$ cat config.mk
export PLATFORM = sky130hd
export DESIGN_NAME = egk_stream_binarizer_flat
export DESIGN_NICKNAME = d
export VERILOG_FILES = /design/src/rtl/egk_pkg.sv /design/src/rtl/egk_stream_binarizer_if.sv /design/src/rtl/egk_sign_map.sv /design/src/rtl/egk_stream_binarizer.sv /design/src/flat_wrapper.sv
export SDC_FILE = /design/constraint.sdc
export NUM_CORES = 1
export LEC_CHECK = 0
export BUFFER_PORTS_ARGS = -buffer_cell sky130_fd_sc_hd__buf_4
export CAP_MARGIN = 20
export CORE_MARGIN = 1.5
export CORE_UTILIZATION = 35
export DETAILED_ROUTE_END_ITERATION = 8
export PLACE_DENSITY = 0.55
export SETUP_SLACK_MARGIN = 0.3
export SLEW_MARGIN = 20
export SYNTH_ARGS = -nofsm -noshare
export SYNTH_HDL_FRONTEND = slang
export SYNTH_SLANG_ARGS = --single-unit
$ cat constraint.sdc
create_clock -name clk -period 9 [get_ports clk]
set_input_delay 1.8 -clock clk [delete_from_list [all_inputs] [get_ports clk]]
set_output_delay 1.8 -clock clk [all_outputs]
set_load 0.005 [all_outputs]
$ cat src/rtl/egk_pkg.sv
// Shared types and width helpers for the EGk stream binarizer.
package egk_pkg;

    typedef enum logic [1:0] {
        IDLE   = 2'd0,
        PREFIX = 2'd1,
        SUFFIX = 2'd2
    } egk_state_e;

    localparam int DEF_SYMBOL_BITS = 16;
    localparam int DEF_K_BITS      = 4;

    // Residual holds a mapped symbol, which can be one bit wider than the input.
    function automatic int rem_width(int sym_bits);
        return sym_bits + 1;
    endfunction

    // kc must reach the largest order plus one step per prefix bin.
    function automatic int kc_width(int sym_bits, int k_bits);
        int w;
        w = $clog2((2 ** k_bits) - 1 + sym_bits + 1 + 1);
        return (w < 6) ? 6 : w;
    endfunction

    function automatic int max_code_len(int sym_bits, int k_bits);
        return 2 * (sym_bits + 1) + (2 ** k_bits);
    endfunction

    localparam int DEF_REM_W = rem_width(DEF_SYMBOL_BITS);
    localparam int DEF_KC_W  = kc_width(DEF_SYMBOL_BITS, DEF_K_BITS);

endpackage

$ cat src/rtl/egk_stream_binarizer_if.sv
// Symbol-in / bin-out handshake bundle; master drives symbols and bin_ready.
interface egk_stream_binarizer_if #(
    parameter int SYMBOL_BITS = 16,
    parameter int K_BITS      = 4,
    parameter int LEN_BITS    = 8
);
    logic                   in_valid;
    logic                   in_ready;
    logic [SYMBOL_BITS-1:0] in_symbol;
    logic [K_BITS-1:0]      in_k;
    logic                   bin_valid;
    logic                   bin_ready;
    logic                   bin_out;
    logic                   bin_last;
    logic [LEN_BITS-1:0]    code_len;

    modport master (
        output in_valid, in_symbol, in_k, bin_ready,
        input  in_ready, bin_valid, bin_out, bin_last, code_len
    );

    modport slave (
        input  in_valid, in_symbol, in_k, bin_ready,
        output in_ready, bin_valid, bin_out, bin_last, code_len
    );
endinterface

$ cat src/rtl/egk_sign_map.sv
// Combinational signed-to-unsigned map: v>0 -> 2v-1, v<=0 -> -2v, one bit wider than input.
module egk_sign_map #(
    parameter int SYMBOL_BITS = 16
) (
    input  logic [SYMBOL_BITS-1:0] sym_i,
    output logic [SYMBOL_BITS:0]   map_o
);
    logic [SYMBOL_BITS:0] twice;
    logic                 positive;

    always_comb begin
        // Modular arithmetic is exact here: every result fits in SYMBOL_BITS+1 bits.
        twice    = {sym_i, 1'b0};
        positive = !sym_i[SYMBOL_BITS-1] && (|sym_i);
        map_o    = positive ? (twice - {{SYMBOL_BITS{1'b0}}, 1'b1})
                            : ({(SYMBOL_BITS+1){1'b0}} - twice);
    end
endmodule

$ cat src/rtl/egk_stream_binarizer.sv
// EGk binarizer: one bin per cycle from the cycle after acceptance, held while bin_ready is low.
// HEVC_EGK_SIGNED_MAP_EN selects two's complement symbols mapped to unsigned at acceptance.
module egk_stream_binarizer
    import egk_pkg::*;
#(
    parameter int SYMBOL_BITS = 16,
    parameter int K_BITS      = 4,
    parameter int LEN_BITS    = 8
) (
    input  logic                   clk,
    input  logic                   rst,
    egk_stream_binarizer_if.slave  bus
);
    localparam int REM_W = rem_width(SYMBOL_BITS);
    localparam int KC_W  = kc_width(SYMBOL_BITS, K_BITS);

    localparam logic [REM_W-1:0]    REM_ONE = {{(REM_W-1){1'b0}}, 1'b1};
    localparam logic [KC_W-1:0]     KC_ONE  = {{(KC_W-1){1'b0}}, 1'b1};
    localparam logic [LEN_BITS-1:0] LEN_ONE = {{(LEN_BITS-1){1'b0}}, 1'b1};

    if (max_code_len(SYMBOL_BITS, K_BITS) > (2 ** LEN_BITS) - 1) begin : g_len_check
        $error("LEN_BITS too small for the longest codeword");
    end

    egk_state_e          state_q, state_d;
    logic [REM_W-1:0]    rem_q, rem_d, rem_in;
    logic [KC_W-1:0]     kc_q, kc_d, kc_m1;
    logic [LEN_BITS-1:0] len_q, len_d;
    logic [REM_W-1:0]    pow_kc, sfx_shr;
    logic                pfx_one;

`ifdef HEVC_EGK_SIGNED_MAP_EN
    egk_sign_map #(.SYMBOL_BITS(SYMBOL_BITS)) u_sign_map (
        .sym_i (bus.in_symbol),
        .map_o (rem_in)
    );
`else
    assign rem_in = {1'b0, bus.in_symbol};
`endif

    // Shifts past the residual width yield zero, so large kc is handled for free.
    assign pfx_one = |(rem_q >> kc_q);
    assign pow_kc  = REM_ONE << kc_q;
    assign kc_m1   = kc_q - KC_ONE;
    assign sfx_shr = rem_q >> kc_m1;

    always_comb begin
        state_d       = state_q;
        rem_d         = rem_q;
        kc_d          = kc_q;
        len_d         = len_q;
        bus.in_ready  = 1'b0;
        bus.bin_valid = 1'b0;
        bus.bin_out   = 1'b0;
        bus.bin_last  = 1'b0;
        bus.code_len  = '0;

        case (state_q)
            IDLE: begin
                bus.in_ready = 1'b1;
                if (bus.in_valid) begin
                    rem_d   = rem_in;
                    kc_d    = {{(KC_W-K_BITS){1'b0}}, bus.in_k};
                    len_d   = '0;
                    state_d = PREFIX;
                end
            end
            PREFIX: begin
                bus.bin_valid = 1'b1;
                bus.bin_out   = pfx_one;
                bus.bin_last  = !pfx_one && (kc_q == '0);
                if (bus.bin_ready) begin
                    len_d = len_q + LEN_ONE;
                    if (pfx_one) begin
                        rem_d = rem_q - pow_kc;
                        kc_d  = kc_q + KC_ONE;
                    end else begin
                        state_d = (kc_q == '0) ? IDLE : SUFFIX;
                    end
                end
            end
            SUFFIX: begin
                bus.bin_valid = 1'b1;
                bus.bin_out   = sfx_shr[0];
                bus.bin_last  = (kc_q == KC_ONE);
                if (bus.bin_ready) begin
                    kc_d  = kc_m1;
                    len_d = len_q + LEN_ONE;
                    if (kc_q == KC_ONE) state_d = IDLE;
                end
            end
            default: state_d = IDLE;
        endcase

        if (bus.bin_last) bus.code_len = len_q + LEN_ONE;
    end

    always_ff @(posedge clk) begin
        if (rst) begin
            state_q <= IDLE;
            rem_q   <= '0;
            kc_q    <= '0;
            len_q   <= '0;
        end else begin
            state_q <= state_d;
            rem_q   <= rem_d;
            kc_q    <= kc_d;
            len_q   <= len_d;
        end
    end
endmodule

$ cat src/flat_wrapper.sv
// flat-port wrapper written by rule: the top's interface ports become plain ports
module egk_stream_binarizer_flat import egk_pkg::*;
#(
    parameter int SYMBOL_BITS = 16,
    parameter int K_BITS      = 4,
    parameter int LEN_BITS    = 8
)
  (clk, rst, bus_in_valid, bus_in_symbol, bus_in_k, bus_bin_ready, bus_in_ready, bus_bin_valid, bus_bin_out, bus_bin_last, bus_code_len);
  egk_stream_binarizer_if #(.SYMBOL_BITS(SYMBOL_BITS), .K_BITS(K_BITS), .LEN_BITS(LEN_BITS)) bus_i ();
  input  logic clk;
  input  logic rst;
  input wire logic [$bits(bus_i.in_valid)-1:0] bus_in_valid;
  input wire logic [$bits(bus_i.in_symbol)-1:0] bus_in_symbol;
  input wire logic [$bits(bus_i.in_k)-1:0] bus_in_k;
  input wire logic [$bits(bus_i.bin_ready)-1:0] bus_bin_ready;
  output wire logic [$bits(bus_i.in_ready)-1:0] bus_in_ready;
  output wire logic [$bits(bus_i.bin_valid)-1:0] bus_bin_valid;
  output wire logic [$bits(bus_i.bin_out)-1:0] bus_bin_out;
  output wire logic [$bits(bus_i.bin_last)-1:0] bus_bin_last;
  output wire logic [$bits(bus_i.code_len)-1:0] bus_code_len;
  assign bus_i.in_valid = bus_in_valid;
  assign bus_i.in_symbol = bus_in_symbol;
  assign bus_i.in_k = bus_in_k;
  assign bus_i.bin_ready = bus_bin_ready;
  assign bus_in_ready = bus_i.in_ready;
  assign bus_bin_valid = bus_i.bin_valid;
  assign bus_bin_out = bus_i.bin_out;
  assign bus_bin_last = bus_i.bin_last;
  assign bus_code_len = bus_i.code_len;
  egk_stream_binarizer #(.SYMBOL_BITS(SYMBOL_BITS), .K_BITS(K_BITS), .LEN_BITS(LEN_BITS)) u_core (.clk(clk), .rst(rst), .bus(bus_i));
endmodule
# Word-level counts from Yosys, hierarchy flattened
# Cells that the tools add are included.
[classes] add_sub_neg=4 eq_ne=10 shifts=3 mux=24 n_reduce_logical=13
[op_table] operator="17-bit 2-to-1 mux" count=3
[op_table] operator="17-bit case mux with 2 select lines" count=1
[op_table] operator="6-bit 2-to-1 mux" count=4
[op_table] operator="8-bit 2-to-1 mux" count=3
[op_table] operator="6-bit case mux with 3 select lines" count=1
[op_table] operator="17-bit OR reduction" count=1
[op_table] operator="1-bit by 6-bit << shifter with 17-bit output, first input constant" count=1
[op_table] operator="17-bit by 6-bit right shift with 1-bit output" count=1
[op_table] operator="17-bit by 6-bit right shift with 17-bit output" count=1
[op_table] operator="17-bit subtractor" count=1
[op_table] operator="8-bit case mux with 2 select lines" count=1
[op_table] operator="2-bit 2-to-1 mux" count=6
[op_table] operator="5-bit AND reduction" count=2
[op_table] operator="8-bit by 1-bit adder with 8-bit output, second input constant" count=1
[op_table] operator="2-bit != test, second input constant" count=4
[op_table] operator="6-bit by 1-bit adder with 6-bit output, second input constant" count=1
[op_table] operator="6-bit by 1-bit equality test with 1-bit output, second input constant" count=1
[op_table] operator="6-bit logical NOT" count=1
[op_table] operator="2-bit by 1-bit != test with 1-bit output, second input constant" count=3
[op_table] operator="2-bit case mux with 3 select lines" count=1
[op_table] operator="6-bit by 1-bit subtractor with 6-bit output, second input constant" count=1
[op_table] operator="1-bit case mux with 2 select lines" count=2
[op_table] operator="4-bit AND reduction" count=1
[op_table] operator="2-bit nonzero test" count=2
[op_table] operator="9 further kinds" count=10
[word_totals] reg_bits=33 input_bits=24 word_cells=58

# Depth between registers and ports, before layout
[depth] word_depth=6 ltp_mapped=15 ltp_nobuf=13

# Least setup slack after synthesis
# No wires, ideal clock.
[synth_timing] path_kind="reg2out" startpoint="register u_core.kc_q[1]" endpoint="output port bus_code_len[2]" arrival_time_ns=2.314 path_slack_ns=4.886 stages_incl_launch_ff=9 n_path_buf=1 cell_sequence="dfxtp_1 > mux4_2 > clkinv_1 > nand4_1 > or4_1 > buf_4 > o21ai_1 > a31oi_1 > nor3_1"
[synth_between] elab_chain_cells=6 word_cells_on_any_way=8
[synth_rtl] element="start: declaration" line="egk_stream_binarizer.sv:27" source="logic [KC_W-1:0] kc_q, kc_d, kc_m1;"
[synth_rtl] element="start signal: assignment" line="egk_stream_binarizer.sv:107" source="kc_q <= kc_d;"
[synth_rtl] element="17-bit by 6-bit right shift with 17-bit output" line="egk_stream_binarizer.sv:42" source="assign pfx_one = |(rem_q >> kc_q);"
[synth_rtl] element="17-bit OR reduction" line="egk_stream_binarizer.sv:42"
[synth_rtl] element="1-bit logical NOT" line="egk_stream_binarizer.sv:71" source="bus.bin_last = !pfx_one && (kc_q == '0);"
[synth_rtl] element="1-bit logical AND" line="egk_stream_binarizer.sv:71"
[synth_rtl] element="1-bit case mux with 2 select lines (*)" line="egk_stream_binarizer.sv:58" source="case (state_q)"
[synth_rtl] element="8-bit 2-to-1 mux (*)" line="egk_stream_binarizer.sv:95" source="if (bus.bin_last) bus.code_len = len_q + LEN_ONE;"
[synth_rtl] element="end: declaration" line="flat_wrapper.sv:20" source="output wire logic [$bits(bus_i.code_len)-1:0] bus_code_len;"
# Mark *: on every way between the ends. The rest lies on a longest branch, timed or not.

# Worst setup path in the final report
[layout_timing] startpoint="register u_core.kc_q[1]" endpoint="output port bus_code_len[7]"
# Same word-level chain as after synthesis.

==> out/metrics.yaml <==
outcome:
  status: "finished clean"
timing:
  hold_violations: 0
  fmax_mhz: 185
  fin_skew_ps: 7.72
  grt_setup_unrepaired: "false"
  period_minus_slack_ps: 5410
  finalMaxSlewViolations: 0
  fin_hold_ws_ps: 522
  finalCritPeriodShare: 0.601
  worst-slew-pin-transition_ps: 983
  setup_viol: 0
  tns_ps: 0
  slew_headroom: 0.338
pwr:
  sw_frac_of_total: 0.522
  p_int_w: 0.000759
  power_density_mw_per_mm2: 391
  p_sw_w: 0.000828
  ir_worst_vdd_uv: 175
  power_frac_clock: 0.075
  comb_power_share: 0.726
  leakage_nw: 1.47
  pwr-share-seq: 0.199
synthesis:
  syn-mean-instance-area_um2: 8.06
  syn_inst: 456
  synth_seq_cells: 33
  yosys_warnings: 0
  ys_seq_area_frac: 0.180
  synth_nets: 509
  synthesis.area_mm2: 0.00368
  synth_top_flop_cell: "dfxtp_1"
  synth_async_sr_flop_share: 0
  synthDistinctLibCells: 66
  synth-edff-count: 0
floorplanning:
  pin_count: 36
  die_x_um: 105
  fp.dieH_um: 105
  start_util: 0.358
  rows: 37
  core_area_mm2: 0.0103
  design.die.area_mm2: 0.0111
routing:
  wl_um: 10700
  vias_per_cell: 5.84
  ant_nets: 0
  firstDrtPassIters: 5
  routedWlPerCell_um: 17.6
  drc_errors: 0
  vias: 3559
  drt_iter0_markers: 330
worst_hold_path:
  min_to: "u_core.len_q[7]"
  whs_path_depth: 2
  min_from: "u_core.len_q[7]"
  min_path_type: "register to register"
final_layout:
  n_antenna_cell: 0
  syn_to_final_growth_pct: 10.5
  drive_gt1_frac: 0.182
  nets: 525
  layout_commonest_cell: "nand2_1"
  layout_common_cells: "nand2_1, nor2_1, buf_4"
clock_tree:
  postCtsSetupRepairBufs: 0
  ctsHoldBuffers: 0
  cts_resized: 0
  clk_latency_ps: 290
  numCtsBuffers: 5
  cts_tree: "done"
  path_clk_slew_ps: 80
  numClockSinks: 33
  htree_levels: 2
  cts_root_buf: "clkbuf_8"
  clockBufferDepth: 2
global_routing:
  grt_pass1_vias: 3436
  grt_max_degree: 35
  grt_first_pass_wirelength_um: 17900
  overflow: 0
  grt_usage: 0.199
  antenna_found_initial: 0
worst_setup_path:
  critPathLaunchType: "register"
  crit_fanout: 23
  path_class: "register to output port"
  reg2reg_to: "u_core.rem_q[16]"
  reg2regPathDepth: 13
  crit_path_end_kind: "output port"
  critPathArrivalTime_ps: 3610
  crit_required_ps: 7200
  r2r_slack_ps: 4630
  rr_startpoint: "u_core.kc_q[1]"
place:
  hpwl_um: 7640
  port_buffers: 35
  place.gp.congestion: 0.938
flow_run:
  cap_violations: 0
==> power by group through the flow <==
stage	registers (W)	logic, W	clock network, W
5_1_grt	0.000324	0.00128	0.000127
2_1_floorplan	0.000247	0.000971	0
4_1_cts	0.000311	0.00115	0.000120
3_5_place_dp	0.000313	0.00114	0
6_report	0.000316	0.00115	0.000119
3_3_place_gp	0.000314	0.00112	0
==> layout make-up <==
class                   instances  area, um^2
fillers                      1091        6210
inverters                      19        71.3
clock buffers                   5        68.8
multi-input cells             375        2790
clock inverters                 3        17.5
repair buffers                 38         285
well taps                     136         170
flip-flops and latches         33         662
==> metal layers <==
| metal | GRT usage | wire length [um] | up-vias | share of wire |
|---|---|---|---|---|
| met5 | 0 | 0 | - | 0 |
| met4 | 0.0460 | 182 | 0 | 0.017 |
| met3 | 0.0235 | 489 | 18 | 0.046 |
| met2 | 0.324 | 5060 | 125 | 0.47 |
| met1 | 0.281 | 4980 | 1690 | 0.46 |
| li1 | - | - | 1726 | - |
==> worst max path at each step <==
stage	startpoint	depth (start not counted)	to	slack, ps
5_1_grt	u_core.kc_q[1]	8	bus_code_len[2]	3370
3_3_place_gp	u_core.kc_q[0]	8	bus_code_len[4]	3870
6_report	u_core.kc_q[1]	8	bus_code_len[7]	3590
3_5_place_dp	u_core.kc_q[0]	8	bus_code_len[7]	3780
2_1_floorplan	u_core.kc_q[1]	8	bus_code_len[2]	4890
4_1_cts	u_core.kc_q[0]	8	bus_code_len[7]	3450
==> cell usage after synthesis (4+ instances only) <==
| cell | count | area (um^2) |
|---|---|---|
| o22ai_1 | 4 | 25.0 |
| nor3_1 | 19 | 95.1 |
| a211oi_2 | 19 | 238 |
| mux4_2 | 7 | 158 |
| a311oi_1 | 5 | 43.8 |
| clkinv_1 | 4 | 15.0 |
| nor4_1 | 5 | 31.3 |
| o211ai_1 | 4 | 30.0 |
| a21oi_1 | 29 | 145 |
| a211oi_1 | 17 | 128 |
| xnor2_1 | 15 | 131 |
| o21ai_1 | 5 | 25.0 |
| o21ai_0 | 19 | 95.1 |
| dfxtp_1 | 33 | 661 |
| a31oi_1 | 7 | 43.8 |
| buf_6 | 5 | 56.3 |
| clkbuf_1 | 17 | 63.8 |
| and2_1 | 4 | 25.0 |
| nand3_1 | 16 | 80.1 |
| mux2_1 | 4 | 45.0 |
| inv_1 | 15 | 56.3 |
| xor2_1 | 9 | 78.8 |
| nand2_1 | 42 | 158 |
| ha_1 | 28 | 350 |
| nor2b_1 | 6 | 37.5 |
| mux2i_1 | 13 | 130 |
| nor2_1 | 41 | 154 |
| buf_2 | 5 | 25.0 |
| a21o_1 | 8 | 60.1 |
==> worst max-delay path: stages (launching register included) <==
cell,delay [ps]
dfxtp_1,870
mux4_2,590
clkinv_1,60
nand4_1,80
or4_1,690
o21ai_1,250
a31oi_1,320
nor3_1,300
buf_4,150
==> registers in the layout (all words and copies together), names as in the netlist <==
signal	flops
u_core.kc_q	6
u_core.len_q	8
u_core.rem_q	17
u_core.state_q	2
==> kinds of logic (layout without fill, tap and decap cells) <==
kind of cell,Yosys count,in the layout,share of synthesized area
adder cells (fa/ha/maj),29,29,0.101
flip-flops,33,33,0.180
AND/OR/NAND/NOR,150,150,0.194
XOR/XNOR,24,24,0.0572
AO/OA/AOI/OAI,145,145,0.305
multiplexers,27,27,0.102
buffers and inverters,48,65,0.0619
==> per-stage QoR <==
stage / worst slack, ps / instances / util / power (W) / area [um^2]
3_3_place_gp: 3870 / 601 / 0.387 / 0.00143 / 3980
5_1_grt: 3370 / 609 / 0.395 / 0.00173 / 4060
2_1_floorplan: 4890 / 456 / - / 0.00122 / 3680
3_5_place_dp: 3780 / 601 / 0.387 / 0.00145 / 3980
6_report: 3590 / 609 / 0.395 / 0.00159 / 4060
4_1_cts: 3450 / 609 / 0.395 / 0.00158 / 4060
Note: power is estimated with default switching activity, not from simulation.
